### src/rtl/timer_pkg.sv
// timer_pkg: register map, CTRL layout, mode encodings and FSM states shared by
// the timer/counter and the CPU system bridge that decodes it.
package timer_pkg;

    localparam int unsigned DATA_W = 32;
    localparam int unsigned PSC_W  = 8;
    localparam int unsigned CTRL_W = 12;

    // Register offsets, selected by addr[3:2]
    localparam logic [1:0] ADDR_CTRL   = 2'd0;
    localparam logic [1:0] ADDR_PRESET = 2'd1;
    localparam logic [1:0] ADDR_COUNT  = 2'd2;

    // CTRL bit positions
    localparam int unsigned CTRL_EN_BIT   = 0;
    localparam int unsigned CTRL_MODE_LSB = 1;
    localparam int unsigned CTRL_IM_BIT   = 3;
    localparam int unsigned CTRL_PSC_LSB  = 4;

    // MODE encodings; anything other than MODE_AUTO behaves as one-shot
    localparam logic [1:0] MODE_ONESHOT = 2'b00;
    localparam logic [1:0] MODE_AUTO    = 2'b01;

    // Device base addresses, also used by the bridge decoder
    localparam logic [DATA_W-1:0] TIMER0_BASE = 32'h0000_7F00;
    localparam logic [DATA_W-1:0] TIMER1_BASE = 32'h0000_7F10;

    // CTRL register layout, LSB = EN
    typedef struct packed {
        logic [PSC_W-1:0] psc;
        logic             im;
        logic [1:0]       mode;
        logic             en;
    } ctrl_t;

    typedef enum logic [1:0] {
        IDLE = 2'd0,
        LOAD = 2'd1,
        CNT  = 2'd2,
        INT  = 2'd3
    } state_t;

endpackage

### src/rtl/timer_prescaler.sv
// timer_prescaler: emits a tick once every psc+1 cycles while not held in clear.
// Only instantiated when TIMER_PRESCALE_EN is defined.
module timer_prescaler
    import timer_pkg::*;
(
    input  logic             clk,
    input  logic             reset_n,
    input  logic             clear,
    input  logic [PSC_W-1:0] psc,
    output logic             tick_c
);

    logic [PSC_W-1:0] div_cnt;

    assign tick_c = !clear && (div_cnt == psc);

    // Divider counter: restarts on clear and after every tick
    always_ff @(posedge clk or negedge reset_n) begin
        if (!reset_n) begin
            div_cnt <= '0;
        end else if (clear || (div_cnt == psc)) begin
            div_cnt <= '0;
        end else begin
            div_cnt <= div_cnt + PSC_W'(1);
        end
    end

endmodule

### src/rtl/timer_counter.sv
// timer_counter: memory-mapped down-counter with one-shot / auto-reload modes and
// a maskable interrupt. Optional prescaler enabled with macro TIMER_PRESCALE_EN.
module timer_counter
    import timer_pkg::*;
#(
    parameter int unsigned CNT_W = 32
) (
    input  logic              clk,
    input  logic              reset_n,
    input  logic [DATA_W-1:0] addr,
    input  logic              we,
    input  logic [DATA_W-1:0] wdata,
    output logic [DATA_W-1:0] rdata,
    output logic              irq
);

    ctrl_t            ctrl;
    ctrl_t            wr_ctrl_c;
    logic [CNT_W-1:0] preset;
    logic [CNT_W-1:0] count;
    logic             irq_pend;
    state_t           state;

    logic ctrl_wr_c;
    logic preset_wr_c;
    logic auto_c;
    logic tick_c;
    logic irq_pend_nxt_c;
    logic im_nxt_c;
    logic unused_bits;

    assign ctrl_wr_c   = we && (addr[3:2] == ADDR_CTRL);
    assign preset_wr_c = we && (addr[3:2] == ADDR_PRESET);
    assign auto_c      = (ctrl.mode == MODE_AUTO);
    assign unused_bits = ^{addr[DATA_W-1:4], addr[1:0], wdata};

`ifdef TIMER_PRESCALE_EN
    localparam bit PSC_EN = 1'b1;

    timer_prescaler u_prescaler (
        .clk     (clk),
        .reset_n (reset_n),
        .clear   ((state != CNT) || !ctrl.en),
        .psc     (ctrl.psc),
        .tick_c  (tick_c)
    );
`else
    localparam bit PSC_EN = 1'b0;

    assign tick_c = 1'b1;
`endif

    // Field view of a CTRL write; PSC only stores when the prescaler is built
    always_comb begin
        wr_ctrl_c = ctrl_t'(wdata[CTRL_W-1:0]);
        if (!PSC_EN) begin
            wr_ctrl_c.psc = '0;
        end
    end

    // Next pending flag and mask; a CPU CTRL write overrides set and reload-clear
    always_comb begin
        irq_pend_nxt_c = irq_pend;
        im_nxt_c       = ctrl.im;
        if ((state == CNT) && ctrl.en && tick_c && (count <= CNT_W'(1))) begin
            irq_pend_nxt_c = 1'b1;
        end
        if ((state == INT) && auto_c) begin
            irq_pend_nxt_c = 1'b0;
        end
        if (ctrl_wr_c) begin
            irq_pend_nxt_c = 1'b0;
            im_nxt_c       = wr_ctrl_c.im;
        end
    end

    // Registers and FSM: IDLE -> LOAD -> CNT -> INT -> (LOAD | IDLE)
    always_ff @(posedge clk or negedge reset_n) begin
        if (!reset_n) begin
            ctrl     <= '0;
            preset   <= '0;
            count    <= '0;
            irq_pend <= 1'b0;
            irq      <= 1'b0;
            state    <= IDLE;
        end else begin
            irq_pend <= irq_pend_nxt_c;
            irq      <= irq_pend_nxt_c && im_nxt_c;

            if (ctrl_wr_c) begin
                ctrl <= wr_ctrl_c;
            end else if ((state == INT) && !auto_c) begin
                ctrl.en <= 1'b0;
            end

            if (preset_wr_c) begin
                preset <= wdata[CNT_W-1:0];
            end

            case (state)
                IDLE: begin
                    if (ctrl.en) begin
                        state <= LOAD;
                    end
                end
                LOAD: begin
                    count <= preset;
                    state <= CNT;
                end
                CNT: begin
                    if (!ctrl.en) begin
                        state <= IDLE;
                    end else if (tick_c) begin
                        if (count > CNT_W'(1)) begin
                            count <= count - CNT_W'(1);
                        end else begin
                            count <= '0;
                            state <= INT;
                        end
                    end
                end
                INT: begin
                    state <= auto_c ? LOAD : IDLE;
                end
                default: state <= IDLE;
            endcase
        end
    end

    // Zero-latency read mux, zero-extended; reserved offset reads 0
    always_comb begin
        rdata = '0;
        case (addr[3:2])
            ADDR_CTRL:   rdata = DATA_W'(ctrl);
            ADDR_PRESET: rdata = DATA_W'(preset);
            ADDR_COUNT:  rdata = DATA_W'(count);
            default:     rdata = '0;
        endcase
    end

endmodule

### config.mk
export PLATFORM = sky130hd
export DESIGN_NAME = timer_counter
export DESIGN_NICKNAME = d
export VERILOG_FILES = /design/src/rtl/timer_pkg.sv /design/src/rtl/timer_prescaler.sv /design/src/rtl/timer_counter.sv
export SDC_FILE = /design/constraint.sdc
export NUM_CORES = 1
export LEC_CHECK = 0
export ABC_CLOCK_PERIOD_IN_PS = 3600
export BUFFER_PORTS_ARGS = -buffer_cell sky130_fd_sc_hd__buf_2
export CAP_MARGIN = 20
export CORE_ASPECT_RATIO = 0.9
export CORE_UTILIZATION = 54
export CTS_CLUSTER_SIZE = 40
export DETAILED_ROUTE_END_ITERATION = 8
export PLACE_DENSITY = 0.89
export SETUP_SLACK_MARGIN = 0.15
export SLEW_MARGIN = 10
export SYNTH_ARGS = -nofsm -noshare
export SYNTH_HDL_FRONTEND = slang
export SYNTH_SLANG_ARGS = --single-unit
### constraint.sdc
create_clock -name clk -period 3.6 [get_ports clk]
set_input_delay 0.18 -clock clk [delete_from_list [all_inputs] [get_ports clk]]
set_output_delay 0.18 -clock clk [all_outputs]
set_load 0.03 [all_outputs]
==> results.ini <==
[finish]
syn_to_final_growth_pct = 15.6
multiInputGateArea_um2 = 2050
diodes = 0
drive_gt1_share_pct = 29.6
fillers = 557
fin_cells = 553
post-route-cell-area_um2 = 4660
nNetsFinal = 524
ff_latch_area_um2 = 1800

[synth]
syn-instance-count = 398
synth.most_common_cell = dfrtp_1
ys_seq_area_share_pct = 44.7
yosysWarnings = 0
syn_avg_cell_area_um2 = 10.1
synth_area_leaders = dfrtp_1 (45%), mux2_2 (9.5%), a22o_1 (6.9%), o21ai_0 (3.2%), nor3_1 (2.4%)
ys_top_cells_by_count = dfrtp_1 (72), mux2_2 (34), a22o_1 (32)
syn_nets = 467
syn-cell-area_um2 = 4030
synth_top_area_cell = dfrtp_1
synthFlopType = dfrtp_1
synth_top_area_share_pct = 44.7
synth-seq-cells = 72
synth_edf_count = 0
async_reset_ff_share_pct = 100
synth_cell_types = 48

[routing]
drt-pass1-iter-count = 4
wire_per_inst_um = 18.6
ant_nets = 0
vias = 3639
drt_wl_total_um = 10300
drtIter0Drc = 403
drc = 0
via_per_inst = 6.58

[timing]
finalSetupViolations = 0
fin_worst_skew_ps = 12.4
relSlewSlack_pct = 42.0
finalMaxSlewViolations = 0
tightestPinTransition_ps = 870
timing.final.crit_share_pct = 83.8
timing.final.crit_period_ps = 3020
hold_viol_final = 0
rsz0062_at_grt = false
finalSetupTns_ps = 0
fmax_ghz = 0.332

[setup_path]
worstSetupEndpointType = flip-flop
path_class = flip-flop to flip-flop
critPathTopFamily = simple AND/OR/NAND/NOR gates
worst_ep_arrival_time_ps = 3270
path_max_fanout = 15
critical_path.startpoint = count[22]
cpMaxStageDelayCell = or4_1
reg2reg_from = count[22]
required_ps = 3850
crit_chain = or4_1 -> or3_1 -> o31ai_4 -> buf_4 -> o21ai_1 -> a221o_1
cp.depth = 6
r2r_end = count[6]
crit_path_end = count[6]
cp_num_buf_inv = 1
max_stage_delay_ps = 700
startpoint_type = flip-flop
timing.reg2reg.setup_slack_ps = 580
r2r_cells = 6

[clocking]
root_buffer = clkbuf_8
cts.sinks = 72
htreeDepth = 3
cts_tree = yes
clk_pin_slew_ps = 80
cts_setup_buffers = 0
clkLatencyLatePin_ps = 370
numCtsBuffers = 9
cts_max_path_buffers = 2

[global_route]
grt-ovfl-total = 0
grt_pass1_vias = 3476
grt_usage_pct = 27.6
antenna_found_initial = 0
grt_max_degree = 51
grt_pass1_wl_um = 17000

[placement]
gp_congestion = 0.895
placed_cells = 535
placed_cell_area_um2 = 4410
io_buffers = 69
dp_hpwl_um = 6540

[die]
die_w_um = 93.1
num_rows = 29
dieArea_um2 = 7820
initial_core_util_pct = 56.4
core_region_area_um2 = 7150
die_y_um = 84.0
pin_count = 100

[power_and_ir_drop]
ir_worst_vdd_mv = 0.361
power.density_nw_per_um2 = 763
leakage_nw = 2.03

[outcome]
status = completed

[job]
drv_cap = 0

[hold_path]
min_path_type = primary input to flip-flop

-- layout make-up --
| class | instances | share of cell area (%) |
|---|---|---|
| clock buffer | 11 | 3.03 |
| tap | 93 | 2.49 |
| timing repair buffer | 80 | 9.50 |
| sequential | 72 | 38.6 |
| multi-input combinational | 283 | 43.9 |
| clock inverter | 5 | 1.72 |
| inverter | 9 | 0.724 |
-- worst min path at each step --
stage,end,slack [ps],start,cells past startpoint
floorplan,count[0],-120,reset_n,0
global placement,preset[19],410,wdata[19],2
detailed placement,preset[13],420,wdata[13],2
CTS,preset[11],30,wdata[11],2
global route,preset[10],40,wdata[10],2
finish,preset[11],40,wdata[11],2
-- registers in the layout, summed over array words and instances (netlist names) --
register  flops
irq           1
preset       32
irq_pend      1
ctrl          4
state         2
count        32
-- routing by layer --
layer | up-vias | GRT usage, % | wire (um) | part of all wire [%]
met4 | 0 | 10.6 | 193 | 1.9
li1 | 1656 | - | - | -
met3 | 23 | 5.65 | 768 | 7.5
met5 | - | 0 | 0 | 0
met1 | 1784 | 38.2 | 4450 | 43
met2 | 176 | 42.6 | 4860 | 47
-- stage by stage --
stage	hold WS [ps]	utilization [%]	total power, mW	setup slack (ps)
final	37.2	65.3	3.56	583
after detailed placement	415	61.7	2.80	642
after global routing	42.1	65.3	3.77	473
after global placement	412	61.7	2.72	725
after CTS	34.0	64.8	3.53	633
after floorplan	-116	-	2.43	1010
-- cell usage in the layout, fill, tap and decap left out, drive strengths merged, types with 3 or more instances in the layout --
| master | instances |
|---|---|
| buf | 79 |
| dfrtp | 72 |
| mux2 | 34 |
| a22o | 32 |
| o21ai | 31 |
| nand2 | 23 |
| nor3 | 19 |
| or4 | 14 |
| nor2 | 13 |
| clkbuf | 11 |
| nor4 | 10 |
| inv | 9 |
| a21oi | 9 |
| nand3 | 8 |
| a221o | 8 |
| or3 | 7 |
| a32oi | 7 |
| a22oi | 7 |
| nor2b | 6 |
| o2bb2ai | 5 |
| o211ai | 5 |
| o31ai | 5 |
| mux2i | 4 |
| o31a | 4 |
| nand2b | 4 |
| nor4b | 3 |
| o41ai | 3 |
| o22ai | 3 |
-- timing repair --
item	CTS	global route
hold endpoints to repair	0	17
gates resized for setup	0	0
hold buffers	0	1
-- kinds of logic after synthesis --
kind of cell / count (synthesis) / share of synthesized area [%]
AO/OA/AOI/OAI: 127 / 23.6
adder cells (fa/ha/maj): 2 / 0.620
buffers and inverters: 43 / 4.78
flip-flops: 72 / 44.7
multiplexers: 38 / 10.5
AND/OR/NAND/NOR: 116 / 15.8
-- power by group --
group	total (mW)	switching (mW)	leakage (nW)	internal [mW]
logic	1.42	0.855	1.04	0.566
clock network	0.716	0.309	0.106	0.408
registers	1.42	0.351	0.877	1.07
Note: power is estimated with default switching activity, not from simulation.
